--- src/rtl/fb_pkg.sv ---
// fb_pkg: framebuffer constants shared with framebuffer_read, clear FSM states and a burst-length helper.
package fb_pkg;
  localparam int AV_ADDR_W = 29;
  localparam int AV_DATA_W = 64;
  localparam int AV_BURST_W = 8;
  localparam int PIXEL_W = 32;
  localparam int FB_WIDTH_PX = 640;
  localparam int FB_HEIGHT_PX = 480;
  localparam logic [AV_ADDR_W-1:0] FB_BASE_ADDR0 = 29'h0000000;
  localparam logic [AV_ADDR_W-1:0] FB_BASE_ADDR1 = 29'h0025800;
  typedef enum logic [1:0] {IDLE, BURST, FINISH} state_t;
  function automatic logic [AV_BURST_W-1:0] burst_of(input logic [AV_ADDR_W-1:0] rem, input logic [AV_BURST_W-1:0] len);
    return (rem < AV_ADDR_W'(len)) ? rem[AV_BURST_W-1:0] : len;
  endfunction
endpackage

--- src/rtl/framebuffer_clear.sv ---
// framebuffer_clear: fills a back buffer with one colour using 64-bit Avalon-MM burst writes.
// Define FBCLEAR_ABORT_EN to add an abort input that ends the clear after the current burst.
module framebuffer_clear
  import fb_pkg::*;
#(
  parameter int WIDTH_PX = FB_WIDTH_PX,
  parameter int HEIGHT_PX = FB_HEIGHT_PX,
  parameter int BURST_LEN = 8,
  parameter logic [AV_ADDR_W-1:0] BASE_ADDR0 = FB_BASE_ADDR0,
  parameter logic [AV_ADDR_W-1:0] BASE_ADDR1 = FB_BASE_ADDR1
) (
  input  logic                  clock,
  input  logic                  reset,
  input  logic                  start,
  input  logic                  buffer,
  input  logic [PIXEL_W-1:0]    colour,
`ifdef FBCLEAR_ABORT_EN
  input  logic                  abort,
`endif
  output logic                  busy,
  output logic                  done,
  output logic [AV_ADDR_W-1:0]  address,
  output logic [AV_BURST_W-1:0] burstcount,
  output logic [AV_DATA_W-1:0]  writedata,
  output logic [7:0]            byteenable,
  output logic                  write,
  input  logic                  waitrequest
);
  localparam logic [AV_ADDR_W-1:0] TOTAL_WORDS = AV_ADDR_W'(WIDTH_PX * HEIGHT_PX / 2);
  localparam logic [AV_BURST_W-1:0] BLEN = AV_BURST_W'(BURST_LEN);
  if ((WIDTH_PX * HEIGHT_PX) % 2 != 0) begin : g_odd_pixels
    $error("framebuffer_clear: WIDTH_PX*HEIGHT_PX must be even");
  end
  if (BURST_LEN < 1 || BURST_LEN > 128) begin : g_bad_burst
    $error("framebuffer_clear: BURST_LEN must be 1..128");
  end
  state_t                 state_q, state_d;
  logic [PIXEL_W-1:0]     colour_q, colour_d;
  logic [AV_ADDR_W-1:0]   address_q, address_d;
  logic [AV_ADDR_W-1:0]   rem_q, rem_d;
  logic [AV_BURST_W-1:0]  burstcount_q, burstcount_d;
  logic [AV_BURST_W-1:0]  beat_q, beat_d;
  logic                   write_q, write_d;
  logic                   abort_hit;
`ifdef FBCLEAR_ABORT_EN
  logic abort_q;
  assign abort_hit = abort_q | abort;
  always_ff @(posedge clock) begin
    if (reset) abort_q <= 1'b0;
    else abort_q <= (state_q == BURST) & abort_hit;
  end
`else
  assign abort_hit = 1'b0;
`endif
  // The first BURST cycle loads the registered Avalon outputs from remaining; write rises after it.
  always_comb begin
    state_d = state_q;
    colour_d = colour_q;
    address_d = address_q;
    rem_d = rem_q;
    burstcount_d = burstcount_q;
    beat_d = beat_q;
    write_d = write_q;
    unique case (state_q)
      IDLE: if (start) begin
        state_d = BURST;
        colour_d = colour;
        address_d = buffer ? BASE_ADDR1 : BASE_ADDR0;
        rem_d = TOTAL_WORDS;
      end
      BURST: if (!write_q) begin
        state_d = abort_hit ? FINISH : BURST;
        write_d = !abort_hit;
        burstcount_d = burst_of(rem_q, BLEN);
        beat_d = '0;
      end else if (!waitrequest) begin
        rem_d = rem_q - 29'd1;
        beat_d = beat_q + 8'd1;
        if (beat_q == burstcount_q - 8'd1) begin
          beat_d = '0;
          if (rem_q == 29'd1 || abort_hit) begin
            state_d = FINISH;
            write_d = 1'b0;
          end else begin
            address_d = address_q + AV_ADDR_W'(burstcount_q);
            burstcount_d = burst_of(rem_q - 29'd1, BLEN);
          end
        end
      end
      FINISH: state_d = IDLE;
      default: state_d = IDLE;
    endcase
  end
  always_ff @(posedge clock) begin
    if (reset) begin
      state_q <= IDLE;
      colour_q <= '0;
      address_q <= '0;
      rem_q <= '0;
      burstcount_q <= '0;
      beat_q <= '0;
      write_q <= 1'b0;
    end else begin
      state_q <= state_d;
      colour_q <= colour_d;
      address_q <= address_d;
      rem_q <= rem_d;
      burstcount_q <= burstcount_d;
      beat_q <= beat_d;
      write_q <= write_d;
    end
  end
  assign busy = state_q == BURST;
  assign done = state_q == FINISH;
  assign write = write_q;
  assign address = address_q;
  assign burstcount = burstcount_q;
  assign writedata = {colour_q, colour_q};
  assign byteenable = {8{write_q}};
endmodule
--- config.mk ---
export PLATFORM = sky130hd
export DESIGN_NAME = framebuffer_clear
export DESIGN_NICKNAME = d
export VERILOG_FILES = /design/src/rtl/fb_pkg.sv /design/src/rtl/framebuffer_clear.sv
export SDC_FILE = /design/constraint.sdc
export NUM_CORES = 1
export LEC_CHECK = 0
export ABC_AREA = 1
export ABC_CLOCK_PERIOD_IN_PS = 3200
export BUFFER_PORTS_ARGS = -buffer_cell sky130_fd_sc_hd__buf_4
export CORE_ASPECT_RATIO = 1.5
export CORE_MARGIN = 3
export CORE_UTILIZATION = 59
export CTS_CLUSTER_DIAMETER = 150
export DETAILED_ROUTE_END_ITERATION = 7
export PLACE_DENSITY = 0.86
export SYNTH_ARGS = -nofsm -noshare
export SYNTH_HDL_FRONTEND = slang
export SYNTH_SLANG_ARGS = --single-unit
--- constraint.sdc ---
create_clock -name clock -period 3.2 [get_ports clock]
set_clock_uncertainty 0.1 [all_clocks]
set_input_delay 0.16 -clock clock [delete_from_list [all_inputs] [get_ports clock]]
set_output_delay 0.16 -clock clock [all_outputs]
set_load 0.01 [all_outputs]
=== After elaboration in Yosys (flattened, before gate mapping) ===
Index checks and enable logic that the tools add are counted.

* Input port bits: 37
* Memory bits (read-only): 0
* Output and inout bits: 112
* Bits in registers: 109
* Word-level logic and storage cells: 66
* Memories kept: 0
* Bits in latches: 0
* Bits in writable memories: 0

* Multipliers: 0
* Muxes and demuxes: 30
* Reductions and logical operators: 8
* Eq/ne operators: 15
* $lt $le $gt $ge: 2
* Div/mod/pow operators: 0
* Add/sub/neg operators: 4
* Bitwise operators: 0
* Shifts and indexed selects: 0

{| class="wikitable"
|+ Operators by type and width
! operator !! number
|-
| $mux W29 || 8
|-
| $pmux W29 S2 || 2
|-
| $mux W8 || 9
|-
| $lt A29 B4 Y1 const B || 2
|-
| $add A29 B8 Y29 || 1
|-
| $eq A29 B1 Y1 const B || 1
|-
| $sub A29 B1 Y29 const B || 1
|-
| $mux W18 || 1
|-
| $reduce_and A4 Y1 || 3
|-
| $mux W2 || 5
|-
| $ne A2 B2 Y1 const B || 5
|-
| $add A8 B1 Y8 const B || 1
|-
| $eq A8 B8 Y1 || 1
|-
| $sub A8 B1 Y8 const B || 1
|-
| $ne A2 B1 Y1 const B || 3
|-
| $ne A3 B2 Y1 const B || 2
|-
| $reduce_and A6 Y1 || 1
|-
| $mux W1 || 4
|-
| $pmux W2 S2 || 1
|-
| $reduce_and A2 Y1 || 2
|-
| $ne A3 B3 Y1 const B || 1
|-
| $eq A2 B1 Y1 const B || 1
|-
| $eq A2 B2 Y1 const B || 1
|-
| $logic_not A2 Y1 || 1
|-
| $reduce_bool A2 Y1 || 1
|}

=== Depth between registers and ports, before layout ===
* Depth after elaboration: 7
* Gate-level depth with buffers: 16

=== Worst setup path after synthesis ===
Ideal clock, no wire load.

* Kind: register to register
* Start point: register burstcount_q[0], in the netlist burstcount[0]
* End point: register address_q[28], in the netlist address[28]
* Data required time: 2968 ps
* Cell stages (with the launch flop): 14
* Setup slack: 1024 ps
* Setup time: 132 ps
* Arrival: 1944 ps
* Cells stage by stage: dfxtp_1 -> ha_1 -> fa_1 -> nand3_1 -> nand3_1 -> nand2_1 -> nand2_1 -> nand2_1 -> nor2_1 -> nand3b_1 -> xor2_1 -> nor2_1 -> nand3_1 -> a21oi_1

* Word-level cells in the longest chain between the ends: 6
* Elaborated cells on any way between the ends: 10
* Those cells by class: add/sub (2); eq/ne (2); mux (5); reduce/logical (1)

{| class="wikitable"
|+ RTL lines
! item !! line !! source
|-
| from (decl) || framebuffer_clear.sv:41 || <nowiki>logic [AV_BURST_W-1:0] burstcount_q, burstcount_d;</nowiki>
|-
| from (signal assigned) || framebuffer_clear.sv:108 || <nowiki>burstcount_q <= burstcount_d;</nowiki>
|-
| $add A29 B8 Y29 || framebuffer_clear.sv:85 || <nowiki>address_d = address_q + AV_ADDR_W'(burstcount_q);</nowiki>
|-
| $mux W29 || framebuffer_clear.sv:81 || <nowiki>if (rem_q == 29'd1 || abort_hit) begin</nowiki>
|-
| $mux W29 || framebuffer_clear.sv:79 || <nowiki>if (beat_q == burstcount_q - 8'd1) begin</nowiki>
|-
| $mux W29 || framebuffer_clear.sv:76 || <nowiki>end else if (!waitrequest) begin</nowiki>
|-
| $mux W29 || framebuffer_clear.sv:71 || <nowiki>BURST: if (!write_q) begin</nowiki>
|-
| $pmux W29 S2 || framebuffer_clear.sv:64 || <nowiki>unique case (state_q)</nowiki>
|-
| to (signal assigned) || framebuffer_clear.sv:106 || <nowiki>address_q <= address_d;</nowiki>
|-
| to (decl) || framebuffer_clear.sv:39 || <nowiki>logic [AV_ADDR_W-1:0] address_q, address_d;</nowiki>
|}

Several ways; a longest one is shown, not always the timed one. The select of a mux whose other input is x is not followed.
A chain may end at the register's enable or synchronous reset.

=== Final worst setup path ===
* Start point: register burstcount_q[0], in the netlist burstcount[0]
* End point: register address_q[11], in the netlist address[11]

Same word-level chain as after synthesis.

==> impl_results.md <==
* Status: finished clean
* Worst Setup End Kind: register
* Layout cells sized above 1 at 18.3%
* IO buf count at 148
* CTS tree: done
* Fill count at 885
* GP Congestion at 0.947
* Fin crit share at 82.3%
* Overall routing resource usage at 33.1%
* Synthesized area per cell at 6.56 µm²
* Post-synthesis cell count at 1021
* Leading register cell type out of synthesis: dfxtp_1
* Vias in the first global route at 7076
* Die ar. at 12700 µm²
* Seq cells post-synth at 109
* ANT nets after route at 0
* Worst skew pair latency at 360 ps
* Worst vdd ir at 0.000328 V
* Core Box Area at 11100 µm²
* Top cells by area, synth: dfxtp_1 33%, nand2_1 13%, nor2_1 11%
* Pin count of the biggest net entering global routing at 52
* Clock network fraction of total power at 28.3%
* Clock-pin transition on the worst setup and hold timing paths at 80 ps
* Starting Density at 60.5%
* First DRT Iteration DRCs at 478
* CTS root buffer: clkbuf_16
* Average vias per placed instance at 5.55
* Die width at 93.0 µm
* Int Pwr at 0.00244 W
* Post-synth top cells: 223 x nand2_1, 188 x nor2_1, 109 x dfxtp_1
* Wire per inst at 16.1 µm
* Area of the mapped netlist at 6690 µm²
* Final setup violation count at 0
* Drt first pass iters at 5
* Post-Syn Nets at 1071
* Max Slew Vio Count at 0
* TritonCTS Buffers at 9
* Critical path launch point type: register
* Tmin final at 2630 ps
* Share of the yosys chip area belonging to registers at 32.6%
* Static Leak at 3.80 nW
* EDFF count, synth at 0
* Hold Fails Final Rpt at 0
* Top-count cell post-synth: nand2_1
* FFs w/ async S/R, synth at 0%
* DRC violations left at 0
* Combinational power share at 31.5%
* Rows at 47
* Area leader, netlist: dfxtp_1
* Finished Cell Area at 8230 µm²
* Critical Path RT at 3320 ps
* First-pass GRT wire length at 33600 µm
* Clk sinks at 109
* Placed inst area at 7610 µm²
* Max Cap Viol at 0
* Synth top area share at 32.6%
* H-Tree Depth at 3
* Worst-Margin Slew at 1000 ps
* DP Cell Count at 1254
* PD cells at 467 nW/µm²
* Via count at 7237
* Area delta synth->final at 22.9%
* HPWL after DPL at 14900 µm
* Unrepaired setup endpoints after global routing: no
* Setup Total Neg Slack at 0 ps
* Slew Limit Headroom at 33.1%
* Ys Warns at 0
* Sw frac at 36.4%
* NumNets Final at 1201
* Clk buf depth at 2
* Num ports at 149
* Worst path arrival time at 2760 ps
* Initial antenna violation count at 0
* Post-route insts no fill at 1303
* Final Util at 74.4%
* Die height at 136 µm
* N_diodes at 0
* CP Max Fanout at 24
* Post-Route WL at 21000 µm
* CP Class: reg -> reg
* Remaining Overflow, GRT at 0
* P_sw at 0.00140 W
* Sequential share of power at 40.2%
* Fmax at 380 MHz
* Setup bufs post-CTS at 0
* Synth unique cells at 41
* Worst min-delay path category: in -> reg
## cell type report
type                            instances  area (µm²)  area share [%]
Multi-Input combinational cell        761        3770            45.8
Sequential cell                       109        2180            26.5
Timing Repair Buffer                  190        1510            18.3
Inverter                               80         300            3.65
Clock buffer                           10         229            2.78
Tap cell                              147         184            2.24
Clock inverter                          6        55.1           0.669
## registers in the layout, indices dropped and copies added, names as in the netlist
| name | count |
|---|---|
| beat_q | 8 |
| rem_q | 29 |
| write | 1 |
| colour_q | 32 |
| burstcount | 8 |
| address | 29 |
| state_q | 2 |
## final timing paths
check	from	to	slack (ps)	cells after the start
setup / recovery	burstcount[0]	address[11]	570	10
hold / removal	waitrequest	state_q[1]	6	4
setup reg to reg	burstcount[0]	address[11]	570	10
hold reg to reg	rem_q[22]	rem_q[22]	410	2
## cells in the final DEF, fill, tap and decap left out, types with 2 or more instances in the layout
master	Yosys	final
o21ai_1	4	4
o221ai_1	2	2
o21ai_0	49	49
nand2_1	223	223
nor4_1	6	6
dlygate4sd3_1	0	33
nand3_1	73	73
nand2_2	4	4
xnor2_1	13	13
clkinv_2	0	2
nand3b_1	8	8
inv_6	0	2
nor2_2	13	13
nor2_4	5	5
nor2_1	188	188
a21o_1	4	4
inv_1	78	78
o211ai_1	3	3
a21oi_1	68	68
nor3b_1	2	2
or2_2	7	7
xor2_1	25	25
nand4_1	24	24
nor3_1	11	11
inv_2	2	2
clkbuf_16	0	9
dfxtp_1	109	109
nand3_2	3	3
a2bb2oi_1	3	3
ha_1	12	12
buf_4	44	157
## worst max-delay path, cell delays in order, from the launching register on
cell     delay, ps
dfxtp_1        400
inv_1          110
ha_1           310
xor2_1         130
o21ai_0         90
nor3_1         210
nand2_1        120
nand2_1         90
nand3_2        390
a21oi_1        430
a21oi_1        110
## cell families (layout without fill, tap and decap cells)
| kind of cell | after synthesis | in the layout | share of synthesized area (%) |
|---|---|---|---|
| xor+xnor | 38 | 38 | 4.97 |
| buf+inv | 151 | 286 | 11.1 |
| simple gates | 573 | 573 | 37.8 |
| compound gates | 137 | 137 | 11.0 |
| flops | 109 | 109 | 32.6 |
| fa+ha+maj | 13 | 13 | 2.54 |
## power groups by stage
stage                     Combinational (W)  Sequential [W]  Clock [W]
after floorplan                    0.000802         0.00157          0
after detailed placement            0.00115         0.00157          0
after global placement              0.00113         0.00157          0
after global routing                0.00133         0.00156    0.00114
final                               0.00121         0.00155    0.00109
after CTS                           0.00118         0.00154    0.00109
## layer usage
metal	GRT usage [%]	vias up	share of wire, %
met5	0	-	0
li1	-	3528	-
met2	63.3	315	53
met1	33.3	3320	36
met3	5.98	74	6.0
met4	17.8	0	4.1
## metrics by stage
step	total power [W]	hold WS, ps	setup WS, ps
2_1_floorplan	0.00237	195	1020
3_5_place_dp	0.00272	285	614
5_1_grt	0.00402	42.4	311
6_report	0.00384	5.53	566
4_1_cts	0.00382	6.15	582
3_3_place_gp	0.00269	280	709
## what timing repair did
item,CTS,global route
hold buffers,33,0
resized for setup,0,0
endpoints found under the hold margin,33,0
Note: power is estimated with default switching activity, not from simulation.
